[src/rtl/riscv_pkg.sv]
// Shared core types: register-file widths and the writeback queue entry layout.
package riscv_pkg;

  localparam int unsigned REG_ADDR_W = 5;
  localparam int unsigned XLEN       = 32;

  typedef struct packed {
    logic                  valid;
    logic [REG_ADDR_W-1:0] rd;
    logic                  we;
    logic                  is_load;
    logic                  ready;
    logic [XLEN-1:0]       data;
  } wb_entry_t;

endpackage

[src/rtl/reg_writeback_queue_if.sv]
// Issue/memory/reg-file/decode signals of the writeback queue.
// The queue takes the slave side; issue and friends take the master side.
interface reg_writeback_queue_if;
  import riscv_pkg::*;

  logic                  PUSH_VALID;
  logic [REG_ADDR_W-1:0] PUSH_RD;
  logic                  PUSH_WE;
  logic                  PUSH_LOAD;
  logic [XLEN-1:0]       PUSH_DATA;
  logic                  FULL;
  logic                  MEM_VALID;
  logic [XLEN-1:0]       MEM_DATA;
  logic                  LOAD_PENDING;
  logic                  MEM_ERR;
  logic                  WRITE;
  logic [REG_ADDR_W-1:0] INADDRESS;
  logic [XLEN-1:0]       IN;
  logic                  InstHIT;
  logic [REG_ADDR_W-1:0] LOOKUP_ADDR;
  logic                  LOOKUP_HIT;
  logic                  LOOKUP_RDY;
  logic [XLEN-1:0]       LOOKUP_DATA;

  modport master (
    output PUSH_VALID, PUSH_RD, PUSH_WE, PUSH_LOAD, PUSH_DATA, MEM_VALID, MEM_DATA, LOOKUP_ADDR,
    input  FULL, LOAD_PENDING, MEM_ERR, WRITE, INADDRESS, IN, InstHIT,
           LOOKUP_HIT, LOOKUP_RDY, LOOKUP_DATA
  );

  modport slave (
    input  PUSH_VALID, PUSH_RD, PUSH_WE, PUSH_LOAD, PUSH_DATA, MEM_VALID, MEM_DATA, LOOKUP_ADDR,
    output FULL, LOAD_PENDING, MEM_ERR, WRITE, INADDRESS, IN, InstHIT,
           LOOKUP_HIT, LOOKUP_RDY, LOOKUP_DATA
  );

endinterface

[src/rtl/wb_fwd_lookup.sv]
// Forwarding search: youngest valid writing entry whose rd matches the query.
module wb_fwd_lookup
  import riscv_pkg::*;
#(
  parameter int unsigned DEPTH = 4
) (
  input  wb_entry_t                    entries_i [DEPTH],
  input  logic [$clog2(DEPTH)-1:0]     head_i,
  input  logic [REG_ADDR_W-1:0]        addr_i,
  output logic                         hit_o,
  output logic                         rdy_o,
  output logic [XLEN-1:0]              data_o
);

  localparam int unsigned PtrW = $clog2(DEPTH);

  logic [PtrW-1:0] idx;

  // Walk oldest to youngest so the last match (youngest) wins.
  always_comb begin
    hit_o  = 1'b0;
    rdy_o  = 1'b0;
    data_o = '0;
    idx    = head_i;
    for (int unsigned i = 0; i < DEPTH; i++) begin
      idx = head_i + PtrW'(i);
      if (addr_i != '0 && entries_i[idx].valid && entries_i[idx].we &&
          entries_i[idx].rd == addr_i) begin
        hit_o  = 1'b1;
        rdy_o  = entries_i[idx].ready;
        data_o = entries_i[idx].ready ? entries_i[idx].data : '0;
      end
    end
  end

endmodule

[src/rtl/reg_writeback_queue.sv]
// In-order writeback queue draining ALU and load results into the register file,
// with a forwarding lookup for decode.
module reg_writeback_queue
  import riscv_pkg::*;
#(
  parameter int unsigned DEPTH = 4
) (
  input  logic                 CLK,
  input  logic                 RESET,
  reg_writeback_queue_if.slave bus
);

  localparam int unsigned PtrW = $clog2(DEPTH);
  localparam int unsigned CntW = PtrW + 1;

  typedef logic [PtrW-1:0] ptr_t;

  wb_entry_t       entries_q [DEPTH];
  wb_entry_t       entries_d [DEPTH];
  ptr_t            head_q, head_d, tail_q, tail_d;
  logic [CntW-1:0] count_q, count_d;
  logic            mem_err_q, mem_err_d;

  wb_entry_t head_e;
  logic      full, push_en, pop_en, fill_found;
  ptr_t      fill_ptr, scan_idx;

  assign head_e  = entries_q[head_q];
  assign full    = (count_q == CntW'(DEPTH));
  assign pop_en  = head_e.valid & head_e.ready;
  assign push_en = bus.PUSH_VALID & ~full;

  // Fill target is the oldest stored load still waiting for data.
  always_comb begin
    fill_found = 1'b0;
    fill_ptr   = head_q;
    scan_idx   = head_q;
    for (int unsigned i = 0; i < DEPTH; i++) begin
      scan_idx = head_q + ptr_t'(i);
      if (!fill_found && entries_q[scan_idx].valid && entries_q[scan_idx].is_load &&
          !entries_q[scan_idx].ready) begin
        fill_found = 1'b1;
        fill_ptr   = scan_idx;
      end
    end
  end

  always_comb begin
    entries_d = entries_q;
    head_d    = head_q;
    tail_d    = tail_q;
    count_d   = count_q;
    mem_err_d = mem_err_q;

    if (pop_en) begin
      entries_d[head_q].valid = 1'b0;
      head_d                  = head_q + ptr_t'(1);
    end

    if (bus.MEM_VALID) begin
      if (fill_found) begin
        entries_d[fill_ptr].ready = 1'b1;
        entries_d[fill_ptr].data  = bus.MEM_DATA;
      end else begin
        mem_err_d = 1'b1;
      end
    end

    if (push_en) begin
      entries_d[tail_q].valid   = 1'b1;
      entries_d[tail_q].rd      = bus.PUSH_RD;
      entries_d[tail_q].we      = bus.PUSH_WE & (bus.PUSH_RD != '0);
      entries_d[tail_q].is_load = bus.PUSH_LOAD;
      entries_d[tail_q].ready   = ~bus.PUSH_LOAD;
      entries_d[tail_q].data    = bus.PUSH_LOAD ? '0 : bus.PUSH_DATA;
      tail_d                    = tail_q + ptr_t'(1);
    end

    unique case ({push_en, pop_en})
      2'b10:   count_d = count_q + CntW'(1);
      2'b01:   count_d = count_q - CntW'(1);
      default: count_d = count_q;
    endcase
  end

  always_ff @(posedge CLK or negedge RESET) begin
    if (!RESET) begin
      for (int unsigned i = 0; i < DEPTH; i++) begin
        entries_q[i] <= '0;
      end
      head_q    <= '0;
      tail_q    <= '0;
      count_q   <= '0;
      mem_err_q <= 1'b0;
    end else begin
      entries_q <= entries_d;
      head_q    <= head_d;
      tail_q    <= tail_d;
      count_q   <= count_d;
      mem_err_q <= mem_err_d;
    end
  end

  // Write port is driven straight from head storage; the reg file samples as the head pops.
  assign bus.FULL         = full;
  assign bus.LOAD_PENDING = fill_found;
  assign bus.MEM_ERR      = mem_err_q;
  assign bus.InstHIT      = pop_en;
  assign bus.WRITE        = pop_en & head_e.we;
  assign bus.INADDRESS    = pop_en ? head_e.rd : '0;
  assign bus.IN           = pop_en ? head_e.data : '0;

  wb_fwd_lookup #(
    .DEPTH (DEPTH)
  ) u_fwd_lookup (
    .entries_i (entries_q),
    .head_i    (head_q),
    .addr_i    (bus.LOOKUP_ADDR),
    .hit_o     (bus.LOOKUP_HIT),
    .rdy_o     (bus.LOOKUP_RDY),
    .data_o    (bus.LOOKUP_DATA)
  );

endmodule

[src/flat_wrapper.sv]
// flat-port wrapper written by rule: the top's interface ports become plain ports
module reg_writeback_queue_flat import riscv_pkg::*;
#(
  parameter int unsigned DEPTH = 4
)
  (CLK, RESET, bus_PUSH_VALID, bus_PUSH_RD, bus_PUSH_WE, bus_PUSH_LOAD, bus_PUSH_DATA, bus_MEM_VALID, bus_MEM_DATA, bus_LOOKUP_ADDR, bus_FULL, bus_LOAD_PENDING, bus_MEM_ERR, bus_WRITE, bus_INADDRESS, bus_IN, bus_InstHIT, bus_LOOKUP_HIT, bus_LOOKUP_RDY, bus_LOOKUP_DATA);
  reg_writeback_queue_if bus_i ();
  input  logic CLK;
  input  logic RESET;
  input wire logic [$bits(bus_i.PUSH_VALID)-1:0] bus_PUSH_VALID;
  input wire logic [$bits(bus_i.PUSH_RD)-1:0] bus_PUSH_RD;
  input wire logic [$bits(bus_i.PUSH_WE)-1:0] bus_PUSH_WE;
  input wire logic [$bits(bus_i.PUSH_LOAD)-1:0] bus_PUSH_LOAD;
  input wire logic [$bits(bus_i.PUSH_DATA)-1:0] bus_PUSH_DATA;
  input wire logic [$bits(bus_i.MEM_VALID)-1:0] bus_MEM_VALID;
  input wire logic [$bits(bus_i.MEM_DATA)-1:0] bus_MEM_DATA;
  input wire logic [$bits(bus_i.LOOKUP_ADDR)-1:0] bus_LOOKUP_ADDR;
  output wire logic [$bits(bus_i.FULL)-1:0] bus_FULL;
  output wire logic [$bits(bus_i.LOAD_PENDING)-1:0] bus_LOAD_PENDING;
  output wire logic [$bits(bus_i.MEM_ERR)-1:0] bus_MEM_ERR;
  output wire logic [$bits(bus_i.WRITE)-1:0] bus_WRITE;
  output wire logic [$bits(bus_i.INADDRESS)-1:0] bus_INADDRESS;
  output wire logic [$bits(bus_i.IN)-1:0] bus_IN;
  output wire logic [$bits(bus_i.InstHIT)-1:0] bus_InstHIT;
  output wire logic [$bits(bus_i.LOOKUP_HIT)-1:0] bus_LOOKUP_HIT;
  output wire logic [$bits(bus_i.LOOKUP_RDY)-1:0] bus_LOOKUP_RDY;
  output wire logic [$bits(bus_i.LOOKUP_DATA)-1:0] bus_LOOKUP_DATA;
  assign bus_i.PUSH_VALID = bus_PUSH_VALID;
  assign bus_i.PUSH_RD = bus_PUSH_RD;
  assign bus_i.PUSH_WE = bus_PUSH_WE;
  assign bus_i.PUSH_LOAD = bus_PUSH_LOAD;
  assign bus_i.PUSH_DATA = bus_PUSH_DATA;
  assign bus_i.MEM_VALID = bus_MEM_VALID;
  assign bus_i.MEM_DATA = bus_MEM_DATA;
  assign bus_i.LOOKUP_ADDR = bus_LOOKUP_ADDR;
  assign bus_FULL = bus_i.FULL;
  assign bus_LOAD_PENDING = bus_i.LOAD_PENDING;
  assign bus_MEM_ERR = bus_i.MEM_ERR;
  assign bus_WRITE = bus_i.WRITE;
  assign bus_INADDRESS = bus_i.INADDRESS;
  assign bus_IN = bus_i.IN;
  assign bus_InstHIT = bus_i.InstHIT;
  assign bus_LOOKUP_HIT = bus_i.LOOKUP_HIT;
  assign bus_LOOKUP_RDY = bus_i.LOOKUP_RDY;
  assign bus_LOOKUP_DATA = bus_i.LOOKUP_DATA;
  reg_writeback_queue #(.DEPTH(DEPTH)) u_core (.CLK(CLK), .RESET(RESET), .bus(bus_i));
endmodule
[config.mk]
export PLATFORM = sky130hd
export DESIGN_NAME = reg_writeback_queue_flat
export DESIGN_NICKNAME = d
export VERILOG_FILES = /design/src/rtl/riscv_pkg.sv /design/src/rtl/reg_writeback_queue_if.sv /design/src/rtl/wb_fwd_lookup.sv /design/src/rtl/reg_writeback_queue.sv /design/src/flat_wrapper.sv
export SDC_FILE = /design/constraint.sdc
export NUM_CORES = 1
export LEC_CHECK = 0
export ABC_AREA = 1
export CAP_MARGIN = 0
export CORE_AREA = 3 3 262 264
export DETAILED_ROUTE_END_ITERATION = 10
export DIE_AREA = 0 0 265 267
export SYNTH_ARGS = -nofsm -noshare
export SYNTH_HDL_FRONTEND = slang
export SYNTH_HIERARCHICAL = 1
export SYNTH_SLANG_ARGS = --single-unit
[constraint.sdc]
create_clock -name CLK -period 3.5 [get_ports CLK]
set_input_delay 0.7 -clock CLK [delete_from_list [all_inputs] [get_ports CLK]]
set_output_delay 0.7 -clock CLK [all_outputs]
set_load 0.05 [all_outputs]
==> out/results.ini <==
[cts]
htreeDepth = 4
cts_tree = yes
cts_root_buffer = clkbuf_16
clock_sinks = 172
cts_buffers = 17
clk_latency_ns = 0.45
cts_buffer_depth = 2
holdBufCountCts = 0
clk_pin_slew_ns = 0.07

[sta]
timing.final.hold_violations = 0
setup-violations-final = 3
setup_slack_ns = -0.0171
max_freq_ghz = 0.284
worstMarginPinSlew_ns = 0.832
rsz0062_at_grt = true
timing.final.crit_share = 1.00
slew_violations = 0
finalWorstPathRequiredPeriod_ns = 3.52
slew_headroom = 0.442
skew_ns = 0.0113
finalHoldWorstSlack_ns = 0.227

[cells_and_area]
final_core_util = 0.325
drive_gt1_frac = 0.144
finish.net_count = 3097
syn_to_final_growth_pct = 31.0
fin_area_mm2 = 0.0217
final_cell_mix = nand2_1, inv_1, o21ai_0
mostFrequentLayoutCell = nand2_1

[die]
core_mm2 = 0.0668
rows = 95
die_w_um = 265
initial_core_util = 0.248
die_h_um = 267
die_area_mm2 = 0.0708
ioPinCount = 156

[setup_path]
r2r-start = u_core/head_q[0]
start_kind = register
slowest_delay_ns = 0.55
r2r-end = u_core/entries_q[28]
cpMostUsedCell = nand2_1
required_ns = 2.80
path_class = reg2out
crit_path_cell_trace = clkinv_8 > buf_12 > nand2_4 > nand2_4 > nand2_2 > nand2_1 > nand2_1 > nand2_2 > nor2_4 > nand3_4 > nor2_8 > clkbuf_16 > nand2_1 > nand2_1 > nand2_1 > nand2_2 > buf_12
cp_slowest_cell = dfrtp_4
crit_path_start = u_core/head_q[0]
r2r_slack_ns = 0.24
arrival_ns = 2.82
crit_fanout = 13
worstSetupEndpointType = output pin
rr_worst_depth = 18

[synth]
ys_seq_elements = 172
yosysSeqAreaShare = 0.260
yosysUniqueCellTypes = 34
avgSynthCellArea_um2 = 5.68
synth_cells = 2917
yosys_warnings = 6
synth_nets = 3007
synthesis.area_mm2 = 0.0166

[drt]
first_iter_violations = 2040
via_per_inst = 4.87
wire_per_inst_um = 17.2
routed_wirelength_um = 67000
first_pass_iters = 6
drc_errors = 0
num_vias = 19000
antenna_left = 0

[grt]
antenna_found_initial = 2
grt_max_degree = 98
track_usage = 0.181
grt_pass1_wl_um = 102000
grt_pass1_vias = 16700
grt_overflow_total = 0

[min_path]
min_path_type = in2async

[placement]
dpl-instance-area_mm2 = 0.0200
port_buffers = 155
pre_cts_ws_ns = -0.0693
place_congestion = 0.866
place_hpwl_um = 47600

[outcome]
violations = negative setup slack
outcome = finished with violations

[run]
drv_cap = 0

[worst max path at each step]
stage / to / slack (ns) / cells past startpoint
6_report: bus_LOOKUP_DATA[13] / -0.02 / 17
3_3_place_gp: bus_LOOKUP_DATA[26] / -0.03 / 12
3_5_place_dp: bus_LOOKUP_DATA[6] / -0.07 / 12
5_1_grt: bus_LOOKUP_DATA[13] / -0.15 / 17
2_1_floorplan: bus_LOAD_PENDING / 0.44 / 12
4_1_cts: bus_LOOKUP_DATA[16] / -0.02 / 15
[cell type report]
class,count,area (µm²)
repair buffers,276,3780
clock inverters,15,150
clock buffers,17,425
diodes,2,5.00
multi-input cells,2213,10700
inverters,327,1240
well taps,873,1090
fillers,7234,45100
flip-flops and latches,172,4310
[metal layers]
metal / vias up / share of wire / global-route usage
met5: - / 0 / 0
met4: 0 / 0.024 / 0.0469
met3: 83 / 0.083 / 0.0277
met2: 818 / 0.41 / 0.259
met1: 8638 / 0.48 / 0.280
li1: 9439 / - / -
[kinds of logic (layout without fill, tap and decap cells)]
| family | after synthesis | in the layout | share of synthesized area |
|---|---|---|---|
| buffers and inverters | 534 | 635 | 0.136 |
| DFF | 172 | 172 | 0.260 |
| and+or+nand+nor | 1781 | 1783 | 0.453 |
| muxes | 42 | 42 | 0.0254 |
| AOI/OAI and AO/OA | 373 | 373 | 0.115 |
| xor gates and xnor gates | 5 | 5 | 0.00264 |
| adders and majority gates | 10 | 10 | 0.00800 |
| other | 0 | 2 | 0 |
[worst max-delay path, delay by kind of cell, from the launching register on]
family,cells,cell delay (ns)
buf+inv,4,0.65
flops,1,0.55
simple gates,13,1.16
[flip-flops by register name, indices dropped and copies added, names as in the netlist]
| register | flops |
|---|---|
| u_core/bus.MEM_ERR | 1 |
| u_core/head_q | 2 |
| u_core/entries_q | 164 |
| u_core/tail_q | 2 |
| u_core/count_q | 3 |
[synthesized netlist by cell type]
cell type / n / area share
nand2_1: 1078 / 0.24
inv_1: 315 / 0.071
o21ai_0: 314 / 0.095
nor2_1: 303 / 0.069
nand3_1: 226 / 0.068
dfrtp_1: 172 / 0.26
nand4_1: 141 / 0.053
buf_2: 83 / 0.025
clkbuf_1: 75 / 0.017
mux2i_1: 42 / 0.025
a21oi_1: 39 / 0.012
buf_1: 20 / 0.0045
buf_4: 18 / 0.0082
buf_6: 11 / 0.0075
inv_2: 11 / 0.0025
ha_1: 9 / 0.0068
nor2_2: 9 / 0.0034
nand3_2: 7 / 0.0042
nand2_2: 5 / 0.0019
o21ai_1: 5 / 0.0015
o21bai_1: 5 / 0.0023
a31oi_1: 4 / 0.0015
nand2_4: 4 / 0.0027
o211ai_1: 4 / 0.0018
xor2_1: 4 / 0.0021
nor2_4: 3 / 0.0020
nor2_8: 2 / 0.0024
o21ai_2: 2 / 0.0011
clkinv_1: 1 / 0.00023
fa_1: 1 / 0.0012
nand3_4: 1 / 0.0011
nand4_2: 1 / 0.00075
nor3_1: 1 / 0.00030
xnor2_1: 1 / 0.00053
[metrics by stage]
stage / cells / setup TNS (ns)
3_3_place_gp: 3837 / -0.186
4_1_cts: 3878 / -0.0800
2_1_floorplan: 2917 / 0
3_5_place_dp: 3837 / -0.544
6_report: 3895 / -0.0287
5_1_grt: 3894 / -3.41
[what timing repair did]
item                                    4_1_cts  5_1_grt
setup buffers                                 6        5
pin swaps                                     6       36
hold endpoints to repair                      0        0
resized for setup                            46      174
gates cloned                                  3       11
endpoints found under the setup margin       40       73
Power is not shown: default switching activity piles up to over one toggle a cycle in this logic, so the estimate is an artifact.
